$ cat src/rtl/sparse_frame_decimator.sv
// sparse_frame_decimator
//   Accepts frames of INPUT_LENGTH beats, keeps the beats selected by
//   KEEP_MASK (OUTPUT_LENGTH of them) into a ping/pong store, and replays
//   each completed frame on a valid/ready output with a last-beat marker.
//
// Ports
//   i_clock        rising-edge clock
//   i_reset        synchronous, active-high reset
//   i_input_data   input beat
//   i_input_valid  input beat valid
//   o_input_ready  block can accept an input beat (registers only)
//   o_output_data  kept beat, zero when o_output_valid=0
//   o_output_valid output beat valid
//   o_output_last  high with the final kept beat of a frame
//   i_output_ready downstream accepts the output beat
module sparse_frame_decimator #(
    parameter int unsigned             WIDTH         = 96,
    parameter int unsigned             INPUT_LENGTH  = 11,
    parameter int unsigned             OUTPUT_LENGTH = 1,
    parameter logic [INPUT_LENGTH-1:0] KEEP_MASK     = {1'b1, {(INPUT_LENGTH-1){1'b0}}}
) (
    input  logic             i_clock,
    input  logic             i_reset,
    input  logic [WIDTH-1:0] i_input_data,
    input  logic             i_input_valid,
    output logic             o_input_ready,
    output logic [WIDTH-1:0] o_output_data,
    output logic             o_output_valid,
    output logic             o_output_last,
    input  logic             i_output_ready
);

    localparam int unsigned IDX_W  = (INPUT_LENGTH > 1) ? $clog2(INPUT_LENGTH) : 1;
    localparam int unsigned SLOT_W = (OUTPUT_LENGTH > 1) ? $clog2(OUTPUT_LENGTH) : 1;
    // Banks are sized to the full slot-index range so every index value is legal.
    localparam int unsigned DEPTH  = 1 << SLOT_W;
    localparam logic [IDX_W-1:0]  IN_LAST  = IDX_W'(INPUT_LENGTH - 1);
    localparam logic [SLOT_W-1:0] OUT_LAST = SLOT_W'(OUTPUT_LENGTH - 1);

    if (INPUT_LENGTH < 2) begin : g_bad_length
        $error("sparse_frame_decimator: INPUT_LENGTH must be at least 2");
    end
    if ($countones(KEEP_MASK) != int'(OUTPUT_LENGTH)) begin : g_bad_mask
        $error("sparse_frame_decimator: popcount(KEEP_MASK) must equal OUTPUT_LENGTH");
    end

    typedef enum logic [0:0] {
        ST_INIT = 1'b0,
        ST_RUN  = 1'b1
    } state_t;

    state_t state;
    state_t state_next;

    logic [WIDTH-1:0]  bank [2][DEPTH];
    logic [1:0]        full;
    logic [1:0]        full_next;
    logic              fill_sel;
    logic [IDX_W-1:0]  in_idx;
    logic [SLOT_W-1:0] wr_slot;
    logic              rd_sel;
    logic [SLOT_W-1:0] rd_idx;

    logic in_fire;
    logic out_fire;
    logic set_full;
    logic clr_full;

    // Control: one init cycle after reset before input is accepted.
    always_ff @(posedge i_clock) begin
        if (i_reset) begin
            state <= ST_INIT;
        end else begin
            state <= state_next;
        end
    end

    always_comb begin
        state_next = state;
        if (state == ST_INIT) begin
            state_next = ST_RUN;
        end
    end

    always_comb begin
        o_input_ready  = (state == ST_RUN) && !full[fill_sel];
        o_output_valid = full[rd_sel];
        o_output_last  = full[rd_sel] && (rd_idx == OUT_LAST);
        o_output_data  = full[rd_sel] ? bank[rd_sel][rd_idx] : '0;
    end

    assign in_fire  = i_input_valid && o_input_ready;
    assign out_fire = o_output_valid && i_output_ready;
    assign set_full = in_fire && (in_idx == IN_LAST);
    assign clr_full = out_fire && (rd_idx == OUT_LAST);

    // Set and clear are applied to separate bits so a frame completing on the
    // fill side and a frame draining on the read side in one cycle both land.
    always_comb begin
        full_next = full;
        if (set_full) begin
            full_next[fill_sel] = 1'b1;
        end
        if (clr_full) begin
            full_next[rd_sel] = 1'b0;
        end
    end

    // Fill side
    always_ff @(posedge i_clock) begin
        if (i_reset) begin
            fill_sel <= 1'b0;
            in_idx   <= '0;
            wr_slot  <= '0;
        end else if (in_fire) begin
            if (in_idx == IN_LAST) begin
                in_idx   <= '0;
                wr_slot  <= '0;
                fill_sel <= !fill_sel;
            end else begin
                in_idx <= in_idx + 1'b1;
                if (KEEP_MASK[in_idx]) begin
                    wr_slot <= wr_slot + 1'b1;
                end
            end
        end
    end

    always_ff @(posedge i_clock) begin
        if (in_fire && KEEP_MASK[in_idx]) begin
            bank[fill_sel][wr_slot] <= i_input_data;
        end
    end

    // Read side
    always_ff @(posedge i_clock) begin
        if (i_reset) begin
            rd_sel <= 1'b0;
            rd_idx <= '0;
            full   <= '0;
        end else begin
            full <= full_next;
            if (out_fire) begin
                if (rd_idx == OUT_LAST) begin
                    rd_idx <= '0;
                    rd_sel <= !rd_sel;
                end else begin
                    rd_idx <= rd_idx + 1'b1;
                end
            end
        end
    end

    // Filling a bank requires it empty, draining requires it full, so the
    // two updates can never target the same bank.
    assert property (@(posedge i_clock) disable iff (i_reset)
        !(set_full && clr_full && (fill_sel == rd_sel)));

endmodule

$ cat config.mk
export PLATFORM = sky130hd
export DESIGN_NAME = sparse_frame_decimator
export DESIGN_NICKNAME = d
export VERILOG_FILES = /design/src/rtl/sparse_frame_decimator.sv
export SDC_FILE = /design/constraint.sdc
export NUM_CORES = 1
export LEC_CHECK = 0
export BUFFER_PORTS_ARGS = -buffer_cell sky130_fd_sc_hd__buf_2
export CORE_ASPECT_RATIO = 0.6
export CORE_MARGIN = 2
export CORE_UTILIZATION = 53
export DETAILED_ROUTE_END_ITERATION = 6
export GPL_ROUTABILITY_DRIVEN = 0
export PLACE_DENSITY = 0.8
export SYNTH_ARGS = -nofsm -noshare
export SYNTH_HDL_FRONTEND = slang
export SYNTH_SLANG_ARGS = --single-unit
$ cat constraint.sdc
create_clock -name i_clock -period 5.2 [get_ports i_clock]
set_input_delay 0.78 -clock i_clock [delete_from_list [all_inputs] [get_ports i_clock]]
set_output_delay 0.78 -clock i_clock [all_outputs]
set_load 0.03 [all_outputs]
==> results of run 1 <==
==> stage by stage <==
stage	cell area, um2	utilization (%)
after floorplan	7781	-
after global placement	8982	62.29
after detailed placement	8982	62.29
after CTS	9524	66.04
after global routing	9529	66.08
final	9532	66.09
==> path summary, 6_finish.rpt <==
path / startpoint / to / slack [ns] / depth (start not counted)
hold / removal: i_input_data[19] / bank[1][115] / 0.50 / 1
setup / recovery: flip-flop / o_output_data[30] / 1.85 / 4
setup reg to reg: fill_sel / bank[0][144] / 2.16 / 4
hold reg to reg: full[0] / full[0] / 0.51 / 2
==> power by group <==
part	internal [mW]	switching (mW)	total (mW)
logic	0.0286	0.0278	0.0564
clock network	0.713	0.532	1.25
registers	1.79	0.00181	1.80
total	2.54	0.562	3.10
==> state kept, by name, indices dropped and copies added, names as in the netlist, named ones only <==
| name | cells |
|---|---|
| bank | 192 |
| fill_sel | 1 |
| full | 2 |
| in_idx | 4 |
| rd_sel | 1 |
| state | 1 |
| wr_slot | 1 |
==> Yosys cell counts, types with 3 or more instances <==
| library cell | number | area share, % |
|---|---|---|
| a21oi_1 | 7 | 0.45 |
| and2_1 | 3 | 0.24 |
| buf_2 | 14 | 0.90 |
| clkbuf_1 | 8 | 0.39 |
| dfxtp_1 | 12 | 3.1 |
| edfxtp_1 | 192 | 74 |
| inv_1 | 4 | 0.19 |
| mux2i_1 | 97 | 12 |
| nand2_1 | 6 | 0.29 |
| nor2_1 | 99 | 4.8 |
| nor2b_1 | 4 | 0.32 |
| o21ai_0 | 3 | 0.19 |
==> worst reg2reg max path, stage by stage (launching register included) <==
cell and delay [ns]:
dfxtp_1 0.43, mux2_4 0.37, nor4b_1 0.49, and2_4 0.91, buf_4 0.49
==> cell families (layout without fill, tap and decap cells) <==
logic type / Yosys count / count (layout) / share of synthesized area [%]
flip-flops: 204 / 204 / 77.18
other: 0 / 3 / 0
AND/OR/NAND/NOR: 125 / 125 / 6.866
AO/OA/AOI/OAI: 20 / 20 / 1.656
multiplexers: 98 / 98 / 12.67
buffers and inverters: 28 / 237 / 1.624
==> area by class of cell <==
type	instances	area [um2]	share of cell area, %
inverter	5	18.77	0.1969
multi-input combinational	243	1665	17.47
antenna	3	7.507	0.07876
tap	198	247.7	2.599
sequential	204	6010	63.05
clock buffer	23	490.5	5.146
clock inverter	6	51.30	0.5382
timing repair buffer	203	1041	10.92
==> layer usage <==
layer	GRT usage [%]	wire, um	vias up
met5	0	11	-
met4	4.990	344	2
met3	5.820	1292	28
met2	30.57	7052	194
met1	24.02	6392	2199
li1	-	-	2164
==> results.tsv, run 1 <==
stage	metric	value	unit
detailed_routing	num_vias	4587	
sta	fin_tns_setup	0	ns
placed_design	post-place-cells	853	
placed_design	io_buffers	198	
worst_setup_path	start_kind	flip-flop	
worst_setup_path	timing.critical_path.cells	buf_4, mux2i_1, nor2_1, buf_2	
power_and_ir_drop	power	3.098	mW
sta	tightest_slew	1.043	ns
clock_tree	htreeDepth	1	
detailed_routing	route.antenna.remaining_nets	0	
sta	slew_violations	0	
clock_tree	post_cts_buffers	0	
global_route	antenna_found_initial	4	
floorplan	dieArea	0.01570	mm2
detailed_routing	wirelength	15.09	mm
floorplan	die_x	160.4	um
synth	yosys_warnings	0	
clock_tree	cts_buffer_depth	3	
worst_setup_path	slowest_delay	1.02	ns
final_layout	mostFrequentLayoutCell	buf_2	
floorplan	start_util	53.96	%
sta	fin_ws	1.854	ns
clock_tree	cts-root-buf	clkbuf_16	
worst_setup_path	crit_type	reg2out	
synth	synth.distinct_cells	34	
power_and_ir_drop	p_per_area	325.0	mW/mm2
synth	synth-edff-count	192	
clock_tree	clk_pin_slew_worst_paths	0.06	ns
final_layout	nNetsFinal	776	
global_route	grt_max_degree	77	
floorplan	rows	34	
worst_setup_path	crit_path_end_kind	output port	
power_and_ir_drop	p_leak	3.475	nW
synth	seq_area_frac_synth	77.18	%
synth	syn_nets	575	
power_and_ir_drop	ir_drop	0.2048	mV
clock_tree	cts_tree	yes	
job	drv_cap	0	
clock_tree	cts_buffers	19	
sta	max_freq	298.8	MHz
detailed_routing	vias_per_cell	5.183	
min_path	hp-class	in2reg	
worst_setup_path	path_buf_inv	2	
sta	min_period_over_period	64.35	%
placed_design	dp_slack	1.919	ns
sta	setup_viol	0	
worst_setup_path	crit_required	4.42	ns
sta	finalCriticalPeriod	3.346	ns
clock_tree	cts_resized	0	
worst_setup_path	worstPathMaxFanout	59	
final_layout	drive_gt1_share	34.06	%
sta	rsz0062_at_grt	no	
synth	synthArstFlopShare	0	%
synth	ys_ff_latch	204	
detailed_routing	wl_per_cell	17.06	um
global_route	first_global_vias	4573	
detailed_routing	drcViolationCount	0	
sta	relSlewSlack	30.46	%
worst_setup_path	cp.arrival	2.57	ns
global_route	grt-ovfl-total	0	
final_layout	fin_cells	885	
detailed_routing	first_iter_violations	336	
final_layout	syn_to_final_growth	22.50	%
final_layout	final_cell_mix	buf_2 (198), edfxtp_1 (192), nor2_1 (99), mux2i_1 (97), clkbuf_16 (19)	
placed_design	hpwl	9.927	mm
synth	synthCells	475	
floorplan	die_h	97.86	um
run_status	status	finished, final reports clean	
worst_setup_path	cp_slowest_cell	dfxtp_4	
detailed_routing	firstDrtPassIters	5	
sta	clock_skew	0.007855	ns
sta	finalHoldViolations	0	
synth	syn_avg_cell_area	16.38	um2
floorplan	ioPinCount	199	
synth	synth_ff_type	edfxtp_1	
global_route	track_usage	18.48	%
clock_tree	postCtsHoldBufs	0	
worst_setup_path	crit_family	flip-flops	
floorplan	fp.coreArea	0.01442	mm2
clock_tree	clock-sinks	204	
global_route	grt_pass1_wl	22.78	mm
final_layout	fill_cells	1031	
clock_tree	clk_latency	0.46	ns
synth	syn_area	0.007781	mm2
sta	whs	0.4993	ns
Power figures use the tool's default switching activity.
==> run 2, diff against run 1 <==
--- a/config.mk
+++ b/config.mk
@@ -5,10 +5,11 @@
 export SDC_FILE = /design/constraint.sdc
 export NUM_CORES = 1
 export LEC_CHECK = 0
+export ABC_AREA = 1
 export BUFFER_PORTS_ARGS = -buffer_cell sky130_fd_sc_hd__buf_2
 export CORE_ASPECT_RATIO = 0.6
 export CORE_MARGIN = 2
-export CORE_UTILIZATION = 53
+export CORE_UTILIZATION = 54
 export DETAILED_ROUTE_END_ITERATION = 6
 export GPL_ROUTABILITY_DRIVEN = 0
 export PLACE_DENSITY = 0.8
==> constraint.sdc (replaced) <==
create_clock -name i_clock -period 3.3 [get_ports i_clock]
set_input_delay 0.495 -clock i_clock [delete_from_list [all_inputs] [get_ports i_clock]]
set_output_delay 0.495 -clock i_clock [all_outputs]
set_load 0.03 [all_outputs]
==> results.tsv, run 2 <==
stage	metric	value	unit	change
synth	yosys.area.top_type	edfxtp_1		unchanged
min_path	hp-start	i_input_data[87]		was i_input_data[19]
final_layout	fin_area	0.01017	mm2	was 0.009532 mm2
sta	clock_skew	0.01499	ns	was 0.007855 ns
floorplan	die_h	101.1	um	was 97.86 um
floorplan	dieArea	0.01675	mm2	was 0.01570 mm2
worst_setup_path	r2r_start	fill_sel		unchanged
placed_design	placed_cell_area	0.009639	mm2	was 0.008982 mm2
placed_design	hpwl	10.66	mm	was 9.927 mm
worst_setup_path	slowest_delay	0.72	ns	was 1.02 ns
placed_design	io_buffers	198		unchanged
synth	syn_avg_cell_area	14.49	um2	was 16.38 um2
synth	synthArstFlopShare	0	%	unchanged
sta	fin_tns_setup	0	ns	unchanged
sta	rsz0062_at_grt	no		unchanged
final_layout	syn_to_final_growth	20.03	%	was 22.50%
sta	setup_viol	0		unchanged
sta	slew_violations	0		unchanged
sta	finalCriticalPeriod	2.774	ns	
clock_tree	cts_buffer_depth	3		unchanged
clock_tree	cts-root-buf	clkbuf_16		unchanged
clock_tree	clk_latency	0.47	ns	was 0.46 ns
detailed_routing	first_iter_violations	318		was 336
sta	whs	0.2102	ns	was 0.4993 ns
placed_design	post-place-cells	971		was 853
clock_tree	post_cts_buffers	0		unchanged
worst_setup_path	timing.critical_path.cells	buf_4, mux2_2, nand2_1, inv_1, buf_2		was buf_4, mux2i_1, nor2_1, buf_2
final_layout	fin_cells	1005		was 885
final_layout	final_cell_mix	buf_2 (198), edfxtp_1 (192), nand2_1 (112), inv_1 (109), mux2_2 (56)		was buf_2 (198), edfxtp_1 (192), nor2_1 (99), mux2i_1 (97), clkbuf_16 (19)
power_and_ir_drop	ir_drop	0.2970	mV	was 0.2048 mV
worst_setup_path	crit_path_end_kind	output port		unchanged
floorplan	ioPinCount	199		unchanged
final_layout	reg.largest.list	bank x192, in_idx x4, full x2		unchanged
global_route	grt_max_degree	75		was 77
sta	finalHoldViolations	0		unchanged
worst_setup_path	worstPathMaxFanout	37		was 59
synth	ys_ff_latch	204		unchanged
power_and_ir_drop	power	4.842	mW	was 3.098 mW
floorplan	rows	35		was 34
final_layout	fin_util	66.38	%	was 66.09%
detailed_routing	num_vias	4929		was 4587
global_route	track_usage	18.58	%	was 18.48%
detailed_routing	firstDrtPassIters	4		was 5
floorplan	die_x	165.8	um	was 160.4 um
worst_setup_path	rrSetupSlack	0.93	ns	was 2.16 ns
detailed_routing	wl_per_cell	15.85	um	was 17.06 um
clock_tree	htreeDepth	1		unchanged
synth	syn_area	0.008477	mm2	was 0.007781 mm2
global_route	grt_pass1_wl	24.69	mm	was 22.78 mm
clock_tree	cts_tree	yes		unchanged
synth	synth_ff_type	edfxtp_1		unchanged
detailed_routing	vias_per_cell	4.904		was 5.183
clock_tree	cts_buffers	19		unchanged
final_layout	nNetsFinal	889		was 776
global_route	grt-ovfl-total	0		unchanged
sta	max_freq	360.5	MHz	
power_and_ir_drop	p_leak	4.686	nW	was 3.475 nW
sta	fin_ws	0.5263	ns	was 1.854 ns
final_layout	mostFrequentLayoutCell	buf_2		unchanged
worst_setup_path	start_kind	flip-flop		unchanged
detailed_routing	route.antenna.remaining_nets	0		unchanged
sta	relSlewSlack	50.59	%	was 30.46%
worst_setup_path	crit_required	2.80	ns	was 4.42 ns
power_and_ir_drop	p_per_area	475.9	mW/mm2	was 325.0 mW/mm2
synth	synth_most_common_cell	edfxtp_1		unchanged
clock_tree	postCtsHoldBufs	0		unchanged
synth	seq_area_frac_synth	70.85	%	was 77.18%
run_status	status	finished, final reports clean		unchanged
sta	tightest_slew	0.7383	ns	was 1.043 ns
detailed_routing	drcViolationCount	0		unchanged
worst_setup_path	reg2reg_depth	7		was 4
worst_setup_path	path_buf_inv	3		was 2
min_path	whs_endpoint	bank[0][183]		was bank[1][115]
synth	synthCells	585		was 475
final_layout	top_register	bank		unchanged
final_layout	fill_cells	1143		was 1031
min_path	hp-class	in2reg		unchanged
clock_tree	clock-sinks	204		unchanged
worst_setup_path	crit_cells	5		was 4
sta	min_period_over_period	84.05	%	
min_path	whs_path_depth	1		unchanged
final_layout	largest_reg_flops	192		unchanged
worst_setup_path	cp_slowest_cell	dfxtp_4		unchanged
synth	synth.distinct_cells	21		was 34
global_route	antenna_found_initial	3		was 4
worst_setup_path	crit_family	flip-flops		unchanged
floorplan	start_util	55.31	%	was 53.96%
floorplan	fp.coreArea	0.01533	mm2	was 0.01442 mm2
worst_setup_path	crit_type	reg2out		unchanged
detailed_routing	wirelength	15.93	mm	was 15.09 mm
global_route	first_global_vias	4904		was 4573
synth	synth-edff-count	192		unchanged
placed_design	dp_slack	0.9588	ns	was 1.919 ns
synth	yosys_warnings	0		unchanged
clock_tree	cts_resized	0		unchanged
synth	ys_top_cells_by_area	edfxtp_1 (68%), mux2_2 (7.4%), mux2_4 (7.1%), nand2_1 (5.0%), inv_1 (4.8%)		was edfxtp_1 (74%), mux2i_1 (12%), nor2_1 (4.8%), dfxtp_1 (3.1%), buf_2 (0.90%)
final_layout	drive_gt1_share	41.32	%	was 34.06%
clock_tree	clk_pin_slew_worst_paths	0.07	ns	was 0.06 ns
synth	synth_top_area_share	68.01	%	was 74.10%
worst_setup_path	cp.arrival	2.28	ns	was 2.57 ns
job	drv_cap	0		unchanged
synth	syn_nets	685		was 575
synth	yosys-top-cells-count	edfxtp_1 (192), nand2_1 (112), inv_1 (109)		was edfxtp_1 (192), nor2_1 (99), mux2i_1 (97)
worst_setup_path	rr_endpoint	bank[0][124]		was bank[0][144]
run 2: cell types whose count changed in the layout (fill, tap and decap cells not counted), moves of 3 or more:
cell / previous run / this run
inv_1: 4 / 109
nand2_1: 6 / 112
clkinv_1: 3 / 6
mux2_2: 0 / 56
nor2_1: 99 / 15
mux2i_1: 97 / 0
nand3_1: 2 / 7
nor2b_1: 4 / 0
mux2_4: 1 / 40
run 2: cell type report:
type	count	area, um2	area share [%]
Timing Repair Buffer	205	1081	10.62
Clock inverter	10	42.54	0.4181
Inverter	110	412.9	4.058
Clock buffer	23	490.5	4.820
Sequential cell	204	6010	59.06
Antenna cell	1	2.502	0.02459
Tap cell	203	254.0	2.496
Multi-Input combinational cell	249	1882	18.49
run 2: power breakdown:
part / internal [mW] / switching [mW] / leakage [nW]
Combinational: 0.0468 / 0.0488 / 2.60
Sequential: 2.83 / 0.00352 / 1.82
Clock: 1.05 / 0.862 / 0.264
run 2: how the worst max path moves through the flow:
| stage | from | endpoint |
|---|---|---|
| detailed placement | fill_sel | bank[0][122] |
| global route | full[0] | o_output_data[60] |
| floorplan | fill_sel | bank[1][100] |
| finish | flip-flop | o_output_data[79] |
| global placement | flip-flop | o_output_data[8] |
| CTS | flip-flop | o_output_data[79] |
run 2: worst register-to-register path: cells and delay by family, from the launching register on:
kind / cells / cell delay [ns]
AND/OR/NAND/NOR: 5 / 0.78
flip-flops: 1 / 0.46
buffers and inverters: 2 / 0.72
run 2: logic make-up after synthesis:
group           count (synthesis)  synth area share (%)
compound gates                 13                0.8117
flops                         204                 70.85
simple gates                  140                 6.598
buf+inv                       132                 7.218
mux                            96                 14.52
run 2: metal layers:
metal	global-route usage, %	routed length [um]
met5	0	36
met1	25.32	7058
met3	5.065	1142
met2	30.90	7480
met4	3.144	208
==> run 3, diff against run 2 <==
--- a/config.mk
+++ b/config.mk
@@ -9,10 +9,10 @@
 export BUFFER_PORTS_ARGS = -buffer_cell sky130_fd_sc_hd__buf_2
 export CORE_ASPECT_RATIO = 0.6
 export CORE_MARGIN = 2
-export CORE_UTILIZATION = 54
+export CORE_UTILIZATION = 48
 export DETAILED_ROUTE_END_ITERATION = 6
 export GPL_ROUTABILITY_DRIVEN = 0
-export PLACE_DENSITY = 0.8
+export PLACE_DENSITY = 0.75
 export SYNTH_ARGS = -nofsm -noshare
 export SYNTH_HDL_FRONTEND = slang
 export SYNTH_SLANG_ARGS = --single-unit
==> constraint.sdc (replaced) <==
create_clock -name i_clock -period 2.5 [get_ports i_clock]
set_input_delay 0.375 -clock i_clock [delete_from_list [all_inputs] [get_ports i_clock]]
set_output_delay 0.375 -clock i_clock [all_outputs]
set_load 0.03 [all_outputs]
==> results.tsv, run 3 (same netlist as run 2, synthesis figures left out) <==
stage	metric	value	unit	change
detailed_routing	first_iter_violations	304		was 318
sta	rsz0062_at_grt	no		unchanged
sta	setup_viol	0		unchanged
power_and_ir_drop	p_per_area	641.5	mW/mm2	was 475.9 mW/mm2
detailed_routing	num_vias	4957		was 4929
worst_setup_path	start_kind	flip-flop		unchanged
placed_design	io_buffers	198		unchanged
worst_setup_path	timing.critical_path.cells	nand2_1, o21ai_4, bufbuf_16, nand2_1, inv_1, buf_2		was buf_4, mux2_2, nand2_1, inv_1, buf_2
detailed_routing	routedLengthMet1	7.350	mm	was 7.058 mm
global_route	first_global_vias	4743		was 4904
worst_setup_path	slowest_delay	0.42	ns	was 0.72 ns
worst_setup_path	crit_required	2.12	ns	was 2.80 ns
worst_setup_path	worstPathMaxFanout	26		was 37
placed_design	post-place-cells	1003		was 971
final_layout	fin_cells	1044		was 1005
clock_tree	cts-root-buf	clkbuf_16		unchanged
final_layout	final_cell_mix	buf_2 (198), edfxtp_1 (192), nand2_1 (110), inv_1 (108), mux2_2 (56)		was buf_2 (198), edfxtp_1 (192), nand2_1 (112), inv_1 (109), mux2_2 (56)
sta	fin_ws	0.1548	ns	was 0.5263 ns
clock_tree	htreeDepth	1		unchanged
final_layout	drive_gt1_share	42.95	%	was 41.32%
final_layout	fill_cells	1373		was 1143
detailed_routing	dr_wl_met2	6.983	mm	was 7.480 mm
worst_setup_path	path_buf_inv	3		unchanged
job	drv_cap	0		unchanged
detailed_routing	drcViolationCount	0		unchanged
run_status	status	finished, final reports clean		unchanged
worst_setup_path	cp_slowest_cell	dfxtp_2		was dfxtp_4
worst_setup_path	reg2reg_depth	6		was 7
power_and_ir_drop	power	6.696	mW	was 4.842 mW
detailed_routing	route.met3.wl	1.180	mm	was 1.142 mm
sta	relSlewSlack	58.63	%	was 50.59%
worst_setup_path	crit_top_cell	nand2_1		
clock_tree	clk_pin_slew_worst_paths	0.06	ns	was 0.07 ns
worst_setup_path	cp.arrival	1.97	ns	was 2.28 ns
placed_design	placed_cell_area	0.009752	mm2	was 0.009639 mm2
global_route	grt_pass1_wl	23.98	mm	was 24.69 mm
power_and_ir_drop	ir_drop	0.4754	mV	was 0.2970 mV
floorplan	ioPinCount	199		unchanged
clock_tree	postCtsHoldBufs	0		unchanged
global_route	grt-ovfl-total	0		unchanged
final_layout	reg.largest.list	bank x192, in_idx x4, full x2		unchanged
sta	min_period_over_period	93.81	%	
power_and_ir_drop	p_leak	4.781	nW	was 4.686 nW
min_path	whs_path_depth	1		unchanged
placed_design	hpwl	10.09	mm	was 10.66 mm
worst_setup_path	crit_type	reg2out		unchanged
final_layout	fin_area	0.01044	mm2	was 0.01017 mm2
sta	tightest_slew	0.6205	ns	was 0.7383 ns
floorplan	fp.coreArea	0.01722	mm2	was 0.01533 mm2
clock_tree	cts_buffer_depth	3		unchanged
final_layout	top_register	bank		unchanged
sta	finalCriticalPeriod	2.345	ns	
worst_setup_path	crit_cells	6		was 5
global_route	track_usage	16.34	%	was 18.58%
detailed_routing	wirelength	15.78	mm	was 15.93 mm
sta	fin_tns_setup	0	ns	unchanged
global_route	grt_max_degree	59		was 75
floorplan	rows	37		was 35
global_route	antenna_found_initial	1		was 3
min_path	hp-class	in2reg		unchanged
floorplan	start_util	49.22	%	was 55.31%
detailed_routing	wl_per_cell	15.11	um	was 15.85 um
sta	finalHoldViolations	0		unchanged
clock_tree	cts_buffers	20		was 19
final_layout	largest_reg_flops	192		unchanged
detailed_routing	top_layer	met5		unchanged
placed_design	dp_slack	0.3418	ns	was 0.9588 ns
floorplan	die_x	175.6	um	was 165.8 um
final_layout	mostFrequentLayoutCell	buf_2		unchanged
detailed_routing	firstDrtPassIters	4		unchanged
clock_tree	clk_latency	0.49	ns	was 0.47 ns
floorplan	die_h	106.9	um	was 101.1 um
detailed_routing	vias_per_cell	4.748		was 4.904
final_layout	nNetsFinal	895		was 889
worst_setup_path	crit_path_end_kind	output port		unchanged
final_layout	syn_to_final_growth	23.14	%	was 20.03%
sta	clock_skew	0.02272	ns	was 0.01499 ns
sta	slew_violations	0		unchanged
clock_tree	clock-sinks	204		unchanged
detailed_routing	route.antenna.remaining_nets	0		unchanged
sta	max_freq	426.4	MHz	
worst_setup_path	crit_family	buffers and inverters		was flip-flops
floorplan	dieArea	0.01877	mm2	was 0.01675 mm2
clock_tree	cts_tree	yes		unchanged
run 3: cell count changes in the layout (fill, tap and decap cells not counted), moves of 2 or more:
cell,before,now
dfxtp_1,11,9
nand2_4,0,2
nand2_1,112,110
clkbuf_16,19,21
clkinv_1,6,3
buf_12,3,6
run 3: final timing paths:
| check | from | end | slack, ns |
|---|---|---|---|
| max | rd_sel | o_output_data[13] | 0.15 |
| min | i_input_data[72] | bank[0][168] | 0.08 |
| max reg2reg | fill_sel | bank[0][150] | 0.51 |
| min reg2reg | full[1] | full[1] | 0.49 |
run 3: timing repair:
item | in CTS | in global routing
setup buffers | 2 | 0
gates resized for setup | 1 | 0
endpoints found under the setup margin | 74 | 0
hold endpoints to repair | 0 | 0
run 3: routing by layer:
layer  GRT usage (%)  vias up
met5               0        -
met3           4.681       24
met2           25.76      169
met4           3.306        2
li1                -     2394
met1           22.87     2368
run 3: power breakdown:
part / internal [mW] / leakage [nW] / switching (mW)
Sequential: 3.73 / 1.82 / 0.00428
Combinational: 0.0614 / 2.65 / 0.0611
Clock: 1.66 / 0.309 / 1.17
Total: 5.46 / 4.78 / 1.24
run 3: final cells by class:
class	instances	area, um2	share of cell area (%)
sequential	204	6015	57.62
multi-input combinational	250	1913	18.33
timing repair buffer	209	1174	11.24
clock buffer	26	554.3	5.310
inverter	110	415.4	3.979
tap	234	292.8	2.805
clock inverter	9	70.07	0.6712
antenna	2	5.005	0.04794
run 3: per-stage QoR:
| stage | hold slack [ns] | util, % |
|---|---|---|
| global route | 0.05312 | 60.59 |
| global placement | 0.4612 | 56.63 |
| detailed placement | 0.4834 | 56.63 |
| finish | 0.07582 | 60.61 |
| CTS | 0.05467 | 60.59 |
| floorplan | 0.4344 | - |
run 3: worst reg2reg max path, cell delays in order, from the launching register on:
cell,delay (ns)
dfxtp_4,0.38
nand2_1,0.14
nand4_4,0.20
nor2_4,0.19
nand2_4,0.08
nor2_4,0.14
buf_4,0.45
